File: src/rtl/dot_reduce_pkg.sv
// Shared types and helpers for leaf stream operators built on the ap_vld/ap_ack handshake.
package dot_reduce_pkg;

    localparam int DEF_DATA_W = 32;

    typedef struct packed {
        logic [DEF_DATA_W-1:0] data;
        logic                  vld;
    } hs_word_t;

    // Single 3-operand sum; carries out of the top bit are dropped (mod 2^W).
    function automatic logic [DEF_DATA_W-1:0] wrap_add3(
        input logic [DEF_DATA_W-1:0] a,
        input logic [DEF_DATA_W-1:0] b,
        input logic [DEF_DATA_W-1:0] c
    );
        return a + b + c;
    endfunction

endpackage

File: src/rtl/dot_reduce_2_hs_out_reg.sv
// Single-entry output register: load sets valid, downstream ack clears it.
module hs_out_reg #(
    parameter int W = 32
) (
    input  logic         i_clk,
    input  logic         i_rst_n,
    input  logic         i_load,
    input  logic [W-1:0] i_data,
    input  logic         i_ack,
    output logic [W-1:0] o_data,
    output logic         o_vld
);

    logic [W-1:0] r_data;
    logic         r_vld;

    // A load wins over a same-cycle ack so a fresh result is never dropped.
    always_ff @(posedge i_clk or negedge i_rst_n) begin
        if (!i_rst_n) begin
            r_data <= '0;
            r_vld  <= 1'b0;
        end else if (i_load) begin
            r_data <= i_data;
            r_vld  <= 1'b1;
        end else if (r_vld && i_ack) begin
            r_vld  <= 1'b0;
        end
    end

    assign o_data = r_data;
    assign o_vld  = r_vld;

endmodule

File: src/rtl/dot_reduce_2.sv
// Joins the two dotProduct_2 partial streams and sums NUM_PARTIALS pairs per result word.
module dot_reduce_2
    import dot_reduce_pkg::*;
#(
    parameter int DATA_W       = DEF_DATA_W,
    parameter int NUM_PARTIALS = 16,
    parameter int CNT_W        = $clog2(NUM_PARTIALS)
) (
    input  logic              ap_clk,
    input  logic              ap_rst_n,
    input  logic [DATA_W-1:0] Input_1_V_V,
    input  logic              Input_1_V_V_ap_vld,
    output logic              Input_1_V_V_ap_ack,
    input  logic [DATA_W-1:0] Input_2_V_V,
    input  logic              Input_2_V_V_ap_vld,
    output logic              Input_2_V_V_ap_ack,
    output logic [DATA_W-1:0] Output_1_V_V,
    output logic              Output_1_V_V_ap_vld,
    input  logic              Output_1_V_V_ap_ack
);

    localparam logic [CNT_W-1:0] LAST = CNT_W'(NUM_PARTIALS - 1);

    logic [CNT_W-1:0]  r_cnt;
    logic [DATA_W-1:0] r_acc;
    logic              w_out_vld;
    logic              w_last;
    logic              w_stall;
    logic              w_in_ack;
    logic [DATA_W-1:0] w_base;
    logic [DATA_W-1:0] w_sum;
    hs_word_t          w_ld;

    // Stall only on the final pair while the previous result is still pending,
    // so downstream ack never reaches the input acks combinationally.
    assign w_last   = (r_cnt == LAST);
    assign w_stall  = w_last & w_out_vld;
    assign w_in_ack = ap_rst_n & Input_1_V_V_ap_vld & Input_2_V_V_ap_vld & ~w_stall;

    assign Input_1_V_V_ap_ack = w_in_ack;
    assign Input_2_V_V_ap_ack = w_in_ack;

    assign w_base = (r_cnt == '0) ? '0 : r_acc;
    assign w_sum  = wrap_add3(w_base, Input_1_V_V, Input_2_V_V);

    always_comb begin
        w_ld      = '0;
        w_ld.data = w_sum;
        w_ld.vld  = w_in_ack & w_last;
    end

    always_ff @(posedge ap_clk or negedge ap_rst_n) begin
        if (!ap_rst_n) begin
            r_cnt <= '0;
            r_acc <= '0;
        end else if (w_in_ack) begin
            if (w_last) begin
                r_cnt <= '0;
            end else begin
                r_cnt <= r_cnt + CNT_W'(1);
                r_acc <= w_sum;
            end
        end
    end

    hs_out_reg #(.W(DATA_W)) u_out (
        .i_clk   (ap_clk),
        .i_rst_n (ap_rst_n),
        .i_load  (w_ld.vld),
        .i_data  (w_ld.data),
        .i_ack   (Output_1_V_V_ap_ack),
        .o_data  (Output_1_V_V),
        .o_vld   (w_out_vld)
    );

    assign Output_1_V_V_ap_vld = w_out_vld;

endmodule

File: config.mk
export PLATFORM = sky130hd
export DESIGN_NAME = dot_reduce_2
export DESIGN_NICKNAME = d
export VERILOG_FILES = /design/src/rtl/dot_reduce_pkg.sv /design/src/rtl/dot_reduce_2_hs_out_reg.sv /design/src/rtl/dot_reduce_2.sv
export SDC_FILE = /design/constraint.sdc
export NUM_CORES = 1
export LEC_CHECK = 0
export ABC_AREA = 1
export CAP_MARGIN = 10
export CORE_MARGIN = 2
export CORE_UTILIZATION = 50
export CTS_BUF_LIST = sky130_fd_sc_hd__clkbuf_8
export CTS_CLUSTER_SIZE = 24
export DETAILED_ROUTE_END_ITERATION = 8
export GPL_TIMING_DRIVEN = 0
export PLACE_DENSITY_LB_ADDON = 0.2
export SETUP_SLACK_MARGIN = 0.1
export SYNTH_ARGS = -nofsm -noshare
export SYNTH_HDL_FRONTEND = slang
export SYNTH_SLANG_ARGS = --single-unit
File: constraint.sdc
create_clock -name ap_clk -period 3.05 [get_ports ap_clk]
set_input_delay 0.7625 -clock ap_clk [delete_from_list [all_inputs] [get_ports ap_clk]]
set_output_delay 0.7625 -clock ap_clk [all_outputs]
set_load 0.05 [all_outputs]
* Word level (Yosys, flattened, before mapping)
Index checks and enable logic that the tools add are counted.
Cells by class: $add $sub $neg 3, bitwise gates (word level) 7, muxes and demuxes 4, equality and inequality tests 1, reduce and logical (&&, ||, !) cells 4
Operator list (count):
- adder 32 bit | 2
- 2-to-1 mux 32 bit | 1
- AND 1 bit | 5
- adder 4 x 1 -> 4 bit, second input constant | 1
- == test 4 bit, second input constant | 1
- logical NOT 4 bit | 1
- 2-to-1 mux 4 bit | 1
- 2-to-1 mux 1 bit | 2
- inverter 1 bit | 2
- AND reduction 2 bit | 1
- nonzero test 2 bit | 1
- logical AND 1 bit | 1
Storage, ports and cells: input port bits 69, register bits 69, output and inout bits 35, word-level logic and storage cells 23

* Logic depth before layout (Yosys ltp)
depth in word-level cells 6, gate-level depth with buffers 19

* Hierarchy
From an unflattened synthesis, not the netlist that was laid out.
Unflattened totals: cells, all modules 870, area, all modules 6007.0 µm²
Modules (own cells, without submodules):
- dot_reduce_2 | instances 1, sequential area each 900.9 µm², cells each 730, area an instance 4680.7 µm²
- hs_out_reg | instances 1, sequential area each 825.8 µm², cells each 140, area an instance 1326.3 µm²

* Worst setup path after synthesis
OpenSTA, ideal clock, no wires.
path kind reg-to-reg, start register r_cnt[0], end register r_acc[21], data arrival time 2930 ps, slack -10 ps, cell stages (with the launch flop) 18, path buffers 1, setup time 130 ps, cell sequence dfrtp_1 > inv_1 > ha_1 > nand3_1 > inv_1 > clkbuf_1 > nor2_1 > fa_1 > ha_1 > fa_1 > nand3_1 > nand3_1 > nand3_1 > nand3_1 > nand2_1 > nand3_1 > nand3_1 > o21ai_0
Between the ends: cells in the longest elaborated chain, start to end 5, elaborated cells on any way between the ends 10, classes of those cells add/sub: 2; eq/ne: 1; mux: 1; bitwise: 4; reduce/logical: 2
RTL lines:
- start, declared | RTL line dot_reduce_2.sv:24 | logic [CNT_W-1:0] r_cnt;
- start signal, assigned | RTL line dot_reduce_2.sv:60 | r_cnt <= r_cnt + CNT_W'(1);
- parallel branches: the longest is 5 deep, another holds adder 32 bit
- end signal, assigned | RTL line dot_reduce_2.sv:61 | r_acc <= w_sum;
- end, declared | RTL line dot_reduce_2.sv:25 | logic [DATA_W-1:0] r_acc;
Parallel ways; which one is timed is not known. A chain may end at the register's enable or synchronous reset.

* Worst setup path after layout
start register r_cnt[0], end register u_out.r_data[31], in the netlist u_out.o_data[31]
Between the ends: cells in the longest elaborated chain, start to end 5, elaborated cells on any way between the ends 9, classes of those cells add/sub: 2; eq/ne: 1; mux: 1; bitwise: 4; reduce/logical: 1
RTL lines:
- parallel branches: the longest is 5 deep, another holds adder 32 bit
- end signal, assigned | RTL line dot_reduce_2_hs_out_reg.sv:23 | r_data <= i_data;
- end, declared | RTL line dot_reduce_2_hs_out_reg.sv:14 | logic [W-1:0] r_data;
Parallel ways; which one is timed is not known.

==> results.md <==
- CTS Buf Count: 9
- Failing checks: setup timing
- Number of setup violations in the final report: 3
- Layout filler cell count: 848
- WHS: 373 ps
- Sink Count: 69
- Clock Path Buffers: 2
- Crit start category: flop
- Core Region: 11300 um2
- Setup Skew: 12.4 ps
- Slew at the pin closest to its max-slew limit: 617 ps
- CTS clk-pin slew, worst paths: 90 ps
- Final cell area excluding filler cells: 8300 um2
- Crit share post-route: 101%
- ANT nets after route: 0
- Crit path depth: 18
- Gpl congestion: 0.947
- Overall routing resource usage: 27.0%
- Residual DRC count: 0
- WP buf/inv: 4
- Die span in x: 111 um
- CP arrival: 3350 ps
- Antenna diodes: 0
- Worst r2r dst: u_out.o_data[31]$_DFFE_PN0P_
- I/O Pins: 104
- Non-Filler Instances: 1114
- Max stage delay cell, worst path: fa_1
- Cell count after synthesis: 837
- Status: complete, but fails checks
- Overflow after GRT: 0
- GR peak layer: met2
- Slowest stage delay, CP: 530 ps
- Largest delay share family, worst path: simple AND/OR/NAND/NOR gates
- Max Freq: 325 MHz
- Slew Viols, Final: 0
- First-pass GRT wire length: 26300 um
- PortBufs: 103
- Vias per cell: 5.22
- Routed len/inst: 16.1 um
- CTS tree: yes
- Most common cell on crit path: nand2_1
- Initial antenna violation count: 0
- Sequential Area: 1730 um2
- Met2 GRT Util: 45.4%
- Number of global-route vias before repair: 5657
- R2R depth: 18
- Flop-to-flop setup slack: -30 ps
- CP Max Fanout: 5
- CTS Root Cell: clkbuf_8
- Worst slew margin: 58.8%
- Post-detail-place hpwl: 12100 um
- Crit path time final: 3080 ps
- Post-synth net total: 970
- RSZ-0062 raised after global routing: true
- Die area: 12400 um2
- Dpl cell area: 6990 um2
- GR met1 Demand/Resource: 32.5%
- Clk Latency, worst-skew pair: 380 ps
- Placed cell count: 1084
- Pin count of the biggest net entering global routing: 71
- Hold_buf cts: 0
- Via Count: 5811
- Layout area overhead: 44.3%
- Fin nets: 1099
- CP cell instances: inv_2 -> ha_4 -> nand3_4 -> inv_6 -> clkbuf_16 -> nor2_1 -> fa_1 -> ha_4 -> nand2_4 -> inv_1 -> nand2_1 -> nand2_1 -> a21oi_2 -> nand2_2 -> nand2_2 -> nand3_1 -> nand3_1 -> nand2_1
- Std-Cell Rows: 39
- Final setup TNS: -66.1 ps
- WS Path Type: reg2reg
- Routing usage on met3: 5.47%
- Sequential fraction of the synthesis area: 30.0%
- Die Span Y: 111 um
- Worst EP required: 3320 ps
- Reg-to-Reg Start: r_cnt[0]$_DFFE_PN0P_
- Synth Warn #: 0
- CP endpoint kind: flop
- Share of cells above drive strength 1: 21.6%
- Synth cell types: 28
- Syn_area_per_cell: 6.87 um2
- Final wirelength: 17900 um
- #FFs+latches synth: 69
- Final worst slack: -30.0 ps
- H-Tree Depth: 3
- Max_cap viols: 0
- Mapped Area: 5750 um2
- Starting DRT DRC Count: 285
- Initial core utilization: 50.8%
- Multi-input logic area: 4310 um2
- Hold crit path type: in2async
- DR pass1 iterations: 5
- Final Hold Viols: 0
-- layer usage --
| layer | vias to the layer above | wire, um |
|---|---|---|
| met5 | - | 0 |
| met3 | 71 | 1070 |
| li1 | 2817 | - |
| met4 | 0 | 1090 |
| met1 | 2688 | 6980 |
| met2 | 235 | 8800 |
-- through the flow --
stage	setup slack [ps]	utilization [%]
after floorplan	105	-
after global placement	-3130	61.5
after detailed placement	-619	61.7
after CTS	72.8	67.4
after global routing	-127	73.3
final	-30.0	73.3
-- cells in the final DEF (no fill, tap or decap), drive strengths merged, types with 17 or more instances in the layout --
master / Yosys / routed
nand2: 318 / 318
inv: 147 / 151
clkdlybuf4s50: 0 / 100
nor2: 71 / 71
dfrtp: 69 / 69
nand3: 64 / 64
o21ai: 36 / 36
fa: 32 / 32
ha: 32 / 32
buf: 9 / 25
a21oi: 21 / 21
clkbuf: 7 / 17
-- how the worst max path moves through the flow --
stage	startpoint	end	slack (ps)
after global routing	r_cnt[0]$_DFFE_PN0P_	r_acc[30]$_DFFE_PN0P_	-130
after CTS	r_cnt[1]$_DFFE_PN0P_	u_out.o_data[29]$_DFFE_PN0P_	70
after detailed placement	r_cnt[0]$_DFFE_PN0P_	u_out.o_data[29]$_DFFE_PN0P_	-620
after floorplan	r_cnt[0]$_DFFE_PN0P_	r_acc[21]$_DFFE_PN0P_	110
final	r_cnt[0]$_DFFE_PN0P_	u_out.o_data[31]$_DFFE_PN0P_	-30
after global placement	ap_rst_n	Input_2_V_V_ap_ack	-3130
-- layout make-up --
type | instances | share of cell area, %
flip-flops and latches | 69 | 20.8
inverters | 147 | 6.71
multi-input cells | 605 | 52.0
clock inverters | 7 | 1.27
well taps | 143 | 2.16
clock buffers | 9 | 1.49
plain buffers | 16 | 1.58
repair buffers | 118 | 14.0
-- repair_timing --
item                                    4_1_cts  5_1_grt
setup buffers                                 6        7
cloned                                        1        0
endpoints found under the setup margin       56       47
resized for setup                            66      143
pin swaps                                    13       36
-- logic make-up after synthesis --
| group | after synthesis | share of synthesized area, % |
|---|---|---|
| compound gates | 61 | 5.66 |
| xor+xnor | 17 | 2.59 |
| fa+ha+maj | 64 | 18.1 |
| buf+inv | 163 | 11.0 |
| flops | 69 | 30.0 |
| simple gates | 463 | 32.7 |
-- state kept, by name, summed over array words and instances, names as in the netlist --
signal,count
r_acc,32
r_cnt,4
u_out.o_data,32
u_out.o_vld,1
-- synthesized netlist by cell type, drive strengths merged --
library cell  number  area [um2]
and2               2        12.5
clkbuf             7        26.3
nand3             64         335
xnor2             11        96.3
nor3               2        10.0
nand3b             3        22.5
o21ai             36         180
buf                9        52.6
nor2              71         277
xor2               6        52.6
inv              147         552
ha                32         400
a21oi             21         116
dfrtp             69        1730
nand2            318        1200
a21o               1        7.51
fa                32         641
nand4              3        18.8
o21bai             2        15.0
o22ai              1        6.26
Power is left out: the tool's default activity adds up to more than one toggle a clock period on the data nets, which glitch-free logic cannot reach.
